## src/rtl/instr_decode_stage.sv

```systemverilog
// Decode stage: slices a 32-bit MIPS-style word into fields, immediates,
// jump target and class flags, behind a two-entry output/skid buffer.
module instr_decode_stage #(
  parameter int PC_W        = 32,
  parameter int IMM_W       = 32,
  parameter int STALL_CNT_W = 16
) (
  input  logic                   clk,
  input  logic                   rst_n,
  input  logic                   in_valid,
  output logic                   in_ready,
  input  logic [31:0]            inst_in,
  input  logic [PC_W-1:0]        pc_in,
  input  logic                   flush,
  output logic                   out_valid,
  input  logic                   out_ready,
  output logic [5:0]             opcode,
  output logic [4:0]             rs,
  output logic [4:0]             rt,
  output logic [4:0]             rd,
  output logic [4:0]             sa,
  output logic [5:0]             func,
  output logic [25:0]            instr_index,
  output logic [PC_W-1:0]        pc_out,
  output logic [IMM_W-1:0]       imm_sext,
  output logic [IMM_W-1:0]       imm_zext,
  output logic [PC_W-1:0]        jump_target,
  output logic                   is_rtype,
  output logic                   is_imm_alu,
  output logic                   is_load,
  output logic                   is_store,
  output logic                   is_branch,
  output logic                   is_jump,
  output logic [STALL_CNT_W-1:0] stall_cnt
);

  typedef struct packed {
    logic [5:0]       opcode;
    logic [4:0]       rs;
    logic [4:0]       rt;
    logic [4:0]       rd;
    logic [4:0]       sa;
    logic [5:0]       func;
    logic [25:0]      instr_index;
    logic [PC_W-1:0]  pc;
    logic [IMM_W-1:0] imm_sext;
    logic [IMM_W-1:0] imm_zext;
    logic [PC_W-1:0]  jump_target;
    logic             is_rtype;
    logic             is_imm_alu;
    logic             is_load;
    logic             is_store;
    logic             is_branch;
    logic             is_jump;
  } dec_t;

  dec_t                   dec_d;
  dec_t                   out_q;
  dec_t                   skid_q;
  logic                   out_v_q;
  logic                   skid_v_q;
  logic [STALL_CNT_W-1:0] cnt_q;
  logic [PC_W-1:0]        pc_plus4;
  logic [5:0]             op;
  logic                   accept;
  logic                   consume;
  logic                   stalled;

  assign op       = inst_in[31:26];
  assign pc_plus4 = pc_in + PC_W'(4);

  always_comb begin
    dec_d             = '0;
    dec_d.opcode      = op;
    dec_d.rs          = inst_in[25:21];
    dec_d.rt          = inst_in[20:16];
    dec_d.rd          = inst_in[15:11];
    dec_d.sa          = inst_in[10:6];
    dec_d.func        = inst_in[5:0];
    dec_d.instr_index = inst_in[25:0];
    dec_d.pc          = pc_in;
    dec_d.imm_sext    = IMM_W'($signed(inst_in[15:0]));
    dec_d.imm_zext    = IMM_W'(inst_in[15:0]);
    dec_d.jump_target = {pc_plus4[PC_W-1:28], inst_in[25:0], 2'b00};
    unique case (1'b1)
      (op == 6'b000000):      dec_d.is_rtype   = 1'b1;
      (op[5:1] == 5'b00001):  dec_d.is_jump    = 1'b1;
      (op == 6'b000001),
      (op[5:2] == 4'b0001):   dec_d.is_branch  = 1'b1;
      (op[5:3] == 3'b001):    dec_d.is_imm_alu = 1'b1;
      (op[5:3] == 3'b100):    dec_d.is_load    = 1'b1;
      (op[5:3] == 3'b101):    dec_d.is_store   = 1'b1;
      default: ;
    endcase
  end

  assign in_ready = ~skid_v_q;
  assign accept   = in_valid & in_ready;
  assign consume  = out_v_q & out_ready;
  assign stalled  = out_v_q & ~out_ready;

  // SKID only fills while OUT is held, so it always drains into OUT first
  always_ff @(posedge clk or negedge rst_n) begin
    if (!rst_n) begin
      out_q    <= '0;
      skid_q   <= '0;
      out_v_q  <= 1'b0;
      skid_v_q <= 1'b0;
    end else if (flush) begin
      out_v_q  <= 1'b0;
      skid_v_q <= 1'b0;
    end else if (!out_v_q || consume) begin
      if (skid_v_q) begin
        out_q    <= skid_q;
        out_v_q  <= 1'b1;
        skid_v_q <= 1'b0;
      end else if (accept) begin
        out_q   <= dec_d;
        out_v_q <= 1'b1;
      end else begin
        out_v_q <= 1'b0;
      end
    end else if (accept) begin
      skid_q   <= dec_d;
      skid_v_q <= 1'b1;
    end
  end

  always_ff @(posedge clk or negedge rst_n) begin
    if (!rst_n) begin
      cnt_q <= '0;
    end else if (stalled && !(&cnt_q)) begin
      cnt_q <= cnt_q + 1'b1;
    end
  end

  assign out_valid   = out_v_q;
  assign opcode      = out_q.opcode;
  assign rs          = out_q.rs;
  assign rt          = out_q.rt;
  assign rd          = out_q.rd;
  assign sa          = out_q.sa;
  assign func        = out_q.func;
  assign instr_index = out_q.instr_index;
  assign pc_out      = out_q.pc;
  assign imm_sext    = out_q.imm_sext;
  assign imm_zext    = out_q.imm_zext;
  assign jump_target = out_q.jump_target;
  assign is_rtype    = out_q.is_rtype;
  assign is_imm_alu  = out_q.is_imm_alu;
  assign is_load     = out_q.is_load;
  assign is_store    = out_q.is_store;
  assign is_branch   = out_q.is_branch;
  assign is_jump     = out_q.is_jump;
  assign stall_cnt   = cnt_q;

endmodule

```

## config.mk

```make
export PLATFORM = sky130hd
export DESIGN_NAME = instr_decode_stage
export DESIGN_NICKNAME = d
export VERILOG_FILES = /design/src/rtl/instr_decode_stage.sv
export SDC_FILE = /design/constraint.sdc
export NUM_CORES = 1
export LEC_CHECK = 0
export BUFFER_PORTS_ARGS = -buffer_cell sky130_fd_sc_hd__buf_2
export CORE_AREA = 3 3 146 148
export DETAILED_ROUTE_END_ITERATION = 8
export DIE_AREA = 0 0 149 151
export PLACE_DENSITY_LB_ADDON = 0.1
export SYNTH_ARGS = -nofsm -noshare
export SYNTH_HDL_FRONTEND = slang
export SYNTH_SLANG_ARGS = --single-unit
```

## constraint.sdc

```tcl
create_clock -name clk -period 1.9 [get_ports clk]
set_input_delay 0.57 -clock clk [delete_from_list [all_inputs] [get_ports clk]]
set_output_delay 0.57 -clock clk [all_outputs]
set_load 0.03 [all_outputs]
```

## After elaboration in Yosys (flattened, before gate mapping)

Index checks and enable logic that the tools add are counted.

| storage, ports and cells | value |
|---|---|
| output and inout bits | 210 |
| register bits after elaboration | 368 |
| logic and storage cells | 79 |

| operators by class | value |
|---|---|
| bitwise gates (word level) | 7 |
| eq/ne operators | 6 |
| mux-type cells | 15 |
| reductions and logical operators | 12 |
| add/sub/neg operators | 2 |

Operators with widths:

| operator | number |
|---|---|
| 2-to-1 mux 192 bit | 2 |
| adder 32 x 3 -> 32 bit, second input constant | 1 |
| adder 16 x 1 -> 16 bit, second input constant | 1 |
| AND reduction 16 bit | 1 |
| 2-to-1 mux 1 bit | 13 |
| == test 3 bit, second input constant | 2 |
| == test 6 x 1 -> 1 bit, second input constant | 1 |
| logical NOT 6 bit | 1 |
| AND reduction 3 bit | 2 |
| == test 5 x 1 -> 1 bit, second input constant | 1 |
| == test 4 x 1 -> 1 bit, second input constant | 1 |
| NOT 1 bit | 4 |
| nonzero test 2 bit | 2 |
| AND 1 bit | 3 |
| == test 3 x 1 -> 1 bit, second input constant | 1 |
| nonzero test 3 bit | 1 |
| logical NOT 1 bit | 2 |
| OR reduction 2 bit | 1 |
| logical AND 1 bit | 1 |
| logical OR 1 bit | 1 |

## Logic depth before layout (Yosys ltp)

| depth | value |
|---|---|
| word-level depth | 6 |
| gate-level depth with buffers | 8 |

## Least setup slack after synthesis

OpenSTA, ideal clock, no wires.

| timing path | value |
|---|---|
| kind | input to register |
| from | input port out_ready |
| to | register skid_q[139] (netlist bit) |
| arrival time | 1797 ps |
| slack | -22 ps |
| stages on the path | 6 |
| path through | nand2b_1 -> nor2_1 -> nand3_1 -> clkbuf_1 -> buf_2 -> mux2_2 |

| on the way | value |
|---|---|
| cells in the longest elaborated chain, start to end | 4 |

Ends and longest elaborated chain:

| what | line | source |
|---|---|---|
| start: declaration | 16 | `input logic out_ready,` |
| AND 1 bit | 99 | `assign consume = out_v_q & out_ready;` |
| logical OR 1 bit | 112 | `end else if (!out_v_q \|\| consume) begin` |
| NOT 1 bit (no source line) | -- |  |
| AND reduction 3 bit (no source line) | -- |  |
| end signal: assignment | 106 | `skid_q <= '0;` |
| end signal: assignment | 124 | `skid_q <= dec_d;` |
| end: declaration | 59 | `dec_t skid_q;` |

No other way between the ends.
A chain may end at the register's enable or synchronous reset.

## Final worst setup path

| timing path | value |
|---|---|
| from | register skid_v_q |
| to | output port in_ready |

| on the way | value |
|---|---|
| cells in the longest elaborated chain, start to end | 1 |

Ends and longest elaborated chain:

| what | line | source |
|---|---|---|
| start: declaration | 61 | `logic skid_v_q;` |
| start signal: assignment | 108 | `skid_v_q <= 1'b0;` |
| start signal: assignment | 111 | `skid_v_q <= 1'b0;` |
| start signal: assignment | 116 | `skid_v_q <= 1'b0;` |
| NOT 1 bit | 97 | `assign in_ready = ~skid_v_q;` |
| end: declaration | 11 | `output logic in_ready,` |

No other way between the ends.

==> summary.md <==
| Metric | Value |
|---|---|
| Arr. time, crit path | 1.24 ns |
| I/O pin cnt | 279 |
| Die Wd | ~150 um |
| Post-CTS resize count | 3 |
| Flop-to-flop setup slack | 0.19 ns |
| Final ANT Viol Nets | 0 |
| Vias per cell | ~4.7 |
| Synthesized cell area | about 0.008 mm^2 |
| First-pass GRT wire length | 28,600 um |
| Setup CP Type | reg -> out |
| Setup bufs post-CTS | 0 |
| Vias in the first global route | 5,516 |
| Vias | 5,584 |
| FMAX | 553 MHz |
| Crit-path max FO | 4 |
| PortBufs | 260 |
| Initial Util | 39.6% |
| Delay of the slowest critical-path stage | around 0.52 ns |
| #FFs+latches synth | approximately 170 |
| Inserted Clock Buffers | 17 |
| CTS tree | yes |
| Starting DRT DRC Count | 137 |
| Initial DRT Pass Iterations | 4 |
| Tmin final | 1.81 ns |
| Final Max Slew Viols | 0 |
| All-Layer GR Usage | ~16% |
| Layout cells sized above 1 | 40.3% |
| Die area | 0.0225 mm^2 |
| Row cnt | 52 |
| Placed Cells | approximately 1,200 |
| VDD IR max | roughly 0.59 mV |
| Crit. End Element | output port |
| Clock Sink Count | 166 |
| Core Util, Final | between 40 and 50% |
| H-Tree Level Count | 4 |
| Initial antenna violation count | 1 |
| Pleak | 0.00474 uW |
| GR Overflow Total | 0 |
| Clk buf depth | 2 |
| Yosys warns | 0 |
| Die Y | approximately 150 um |
| Gate Count Post-Synth | between 700 and 800 |
| Setup TNS Final | 0 ns |
| Mean area per synthesized cell | about 11 um^2 |
| Clk slew on worst S/H paths | 0.07 ns |
| Root Buffer Master | clkbuf_16 |
| Final setup vio count | 0 |
| Commonest non-fill, non-tap cell in the layout | buf_2 |
| Detailed Place HPWL | 13,000 um |
| Commonest cells after routing, fill and taps aside | buf_2, dfrtp_1, nand2_1 |
| Pwr dens | 1150 mW/mm^2 |
| Worst-Skew Late Latency | 0.42 ns |
| Core footprint | 0.0202 mm^2 |
| Sequential element share of the synthesized area | 52.0% |
| Total routed wirelength | 17,800 um |
| Final period utilization | 95.2% |
| CP Cell Sequence | clkinvlp_4 > buf_4 |
| CP Data Required Time | 1.33 ns |
| Worst min-delay path category | in -> async |
| WHS | 0.0502 ns |
| Cts-stage hold buffer count | 0 |
| Mean routed wirelength per cell | 15.0 um |
| Nets | 976 |
| ANT cells | 0 |
| Status | finished, final reports clean |
| RSZ-0062 raised after global routing | no |
| Pin count of the biggest net entering global routing | 46 |
| Slowest cell on crit path | dfrtp_4 |
| DRC errors left | 0 |
| Fin. Hold Viols | 0 |
| Clock Skews | ~0.0063 ns |
| Distinct cells, synth | 37 |
| Startpoint Class | flip-flop |
| Fin cells | between 1,000 and 1,500 |
| Maxcap violations | 0 |
| Layout area overhead | 21.0% |
| GP Congestion | 0.774 |
## routing by layer
metal  routed length (um)  share of wire (%)  GRT usage, %
met1                 7500                 42          19.4
met2                 8800                 49          27.5
met3                 1260                7.1          4.85
met4                  223                1.3          4.81
met5                   13              0.073             0
## layout make-up
class                      count  area [um^2]
fill                        1894        10500
sequential                   166         4160
multi-input combinational    419         2880
tap                          270          338
clock buffer                  17          425
timing repair buffer         298         1700
inverter                       4         18.8
clock inverter                15          159
## sequential cells by signal, summed over array words and instances (netlist names), 4 cells and up
signal,count
rt,4
opcode,6
rd,4
func,5
skid_q,74
sa,4
jump_target,5
instr_index,4
rs,4
stall_cnt,16
pc_out,32
## power by group
part | internal (uW) | switching, uW | total (uW)
Sequential | 4200 | 420 | 4620
Clock | 1870 | 1560 | 3440
Combinational | 981 | 2110 | 3090
## cell usage after synthesis, drive strengths merged
master  count  area (um^2)
nor2b       1         6.26
o41ai       1         8.76
a31oi       1         21.3
and3        4         25.0
clkbuf     17         63.8
inv         4         15.0
conb        1         3.75
nand2      96          360
a21oi       7         35.0
nand2b      3         18.8
a221o       1         10.0
or4         3         30.0
nor2       12         45.0
buf       136          976
mux2i      64          641
o311ai      2         25.0
o21ai      81          405
nand4       9         56.3
nand3b      1         7.51
nor4        3         18.8
dfrtp     166         4150
o21bai      1         7.51
or3         2         12.5
a21boi      1         7.51
xnor2      14          123
ha          1         12.5
mux2       66          743
nand3      15         80.1
xor2        4         35.0
nor3        8         45.0
## kinds of logic after synthesis
logic type | share of synthesized area (%)
xor gates and xnor gates | 1.97
adders and majority gates | 0.157
buffers and inverters | 13.2
muxes | 17.3
AOI/OAI and AO/OA | 6.51
other | 0.0469
and+or+nand+nor | 8.83
DFF | 52.0
## worst paths after layout
path	start	endpoint	cells after the start
max in group asynchronous	rst_n	pc_out[21]	2
min in group clk	flush	out_valid	2
worst max register to register	stall_cnt[0]	stall_cnt[14]	7
worst min-delay path	rst_n	pc_out[12]	1
worst min register to register	is_load	is_load	2
worst max-delay path	skid_v_q	in_ready	2
## through the flow
stage                     setup WS, ns  total power (uW)  cell area (um^2)
after floorplan                 0.0417              7200              8070
after global placement          -0.128              7760              9080
after detailed placement        -0.171              7840              9080
after CTS                       0.0514             11300              9670
after global routing            0.0409             11800              9670
final                           0.0913             11100              9670
## worst max-delay path, delay by kind of cell (launching register included)
| family | cells | cell delay (ns) |
|---|---|---|
| buffers and inverters | 2 | 0.30 |
| flip-flops | 1 | 0.52 |
(Power assumes the default switching activity.)
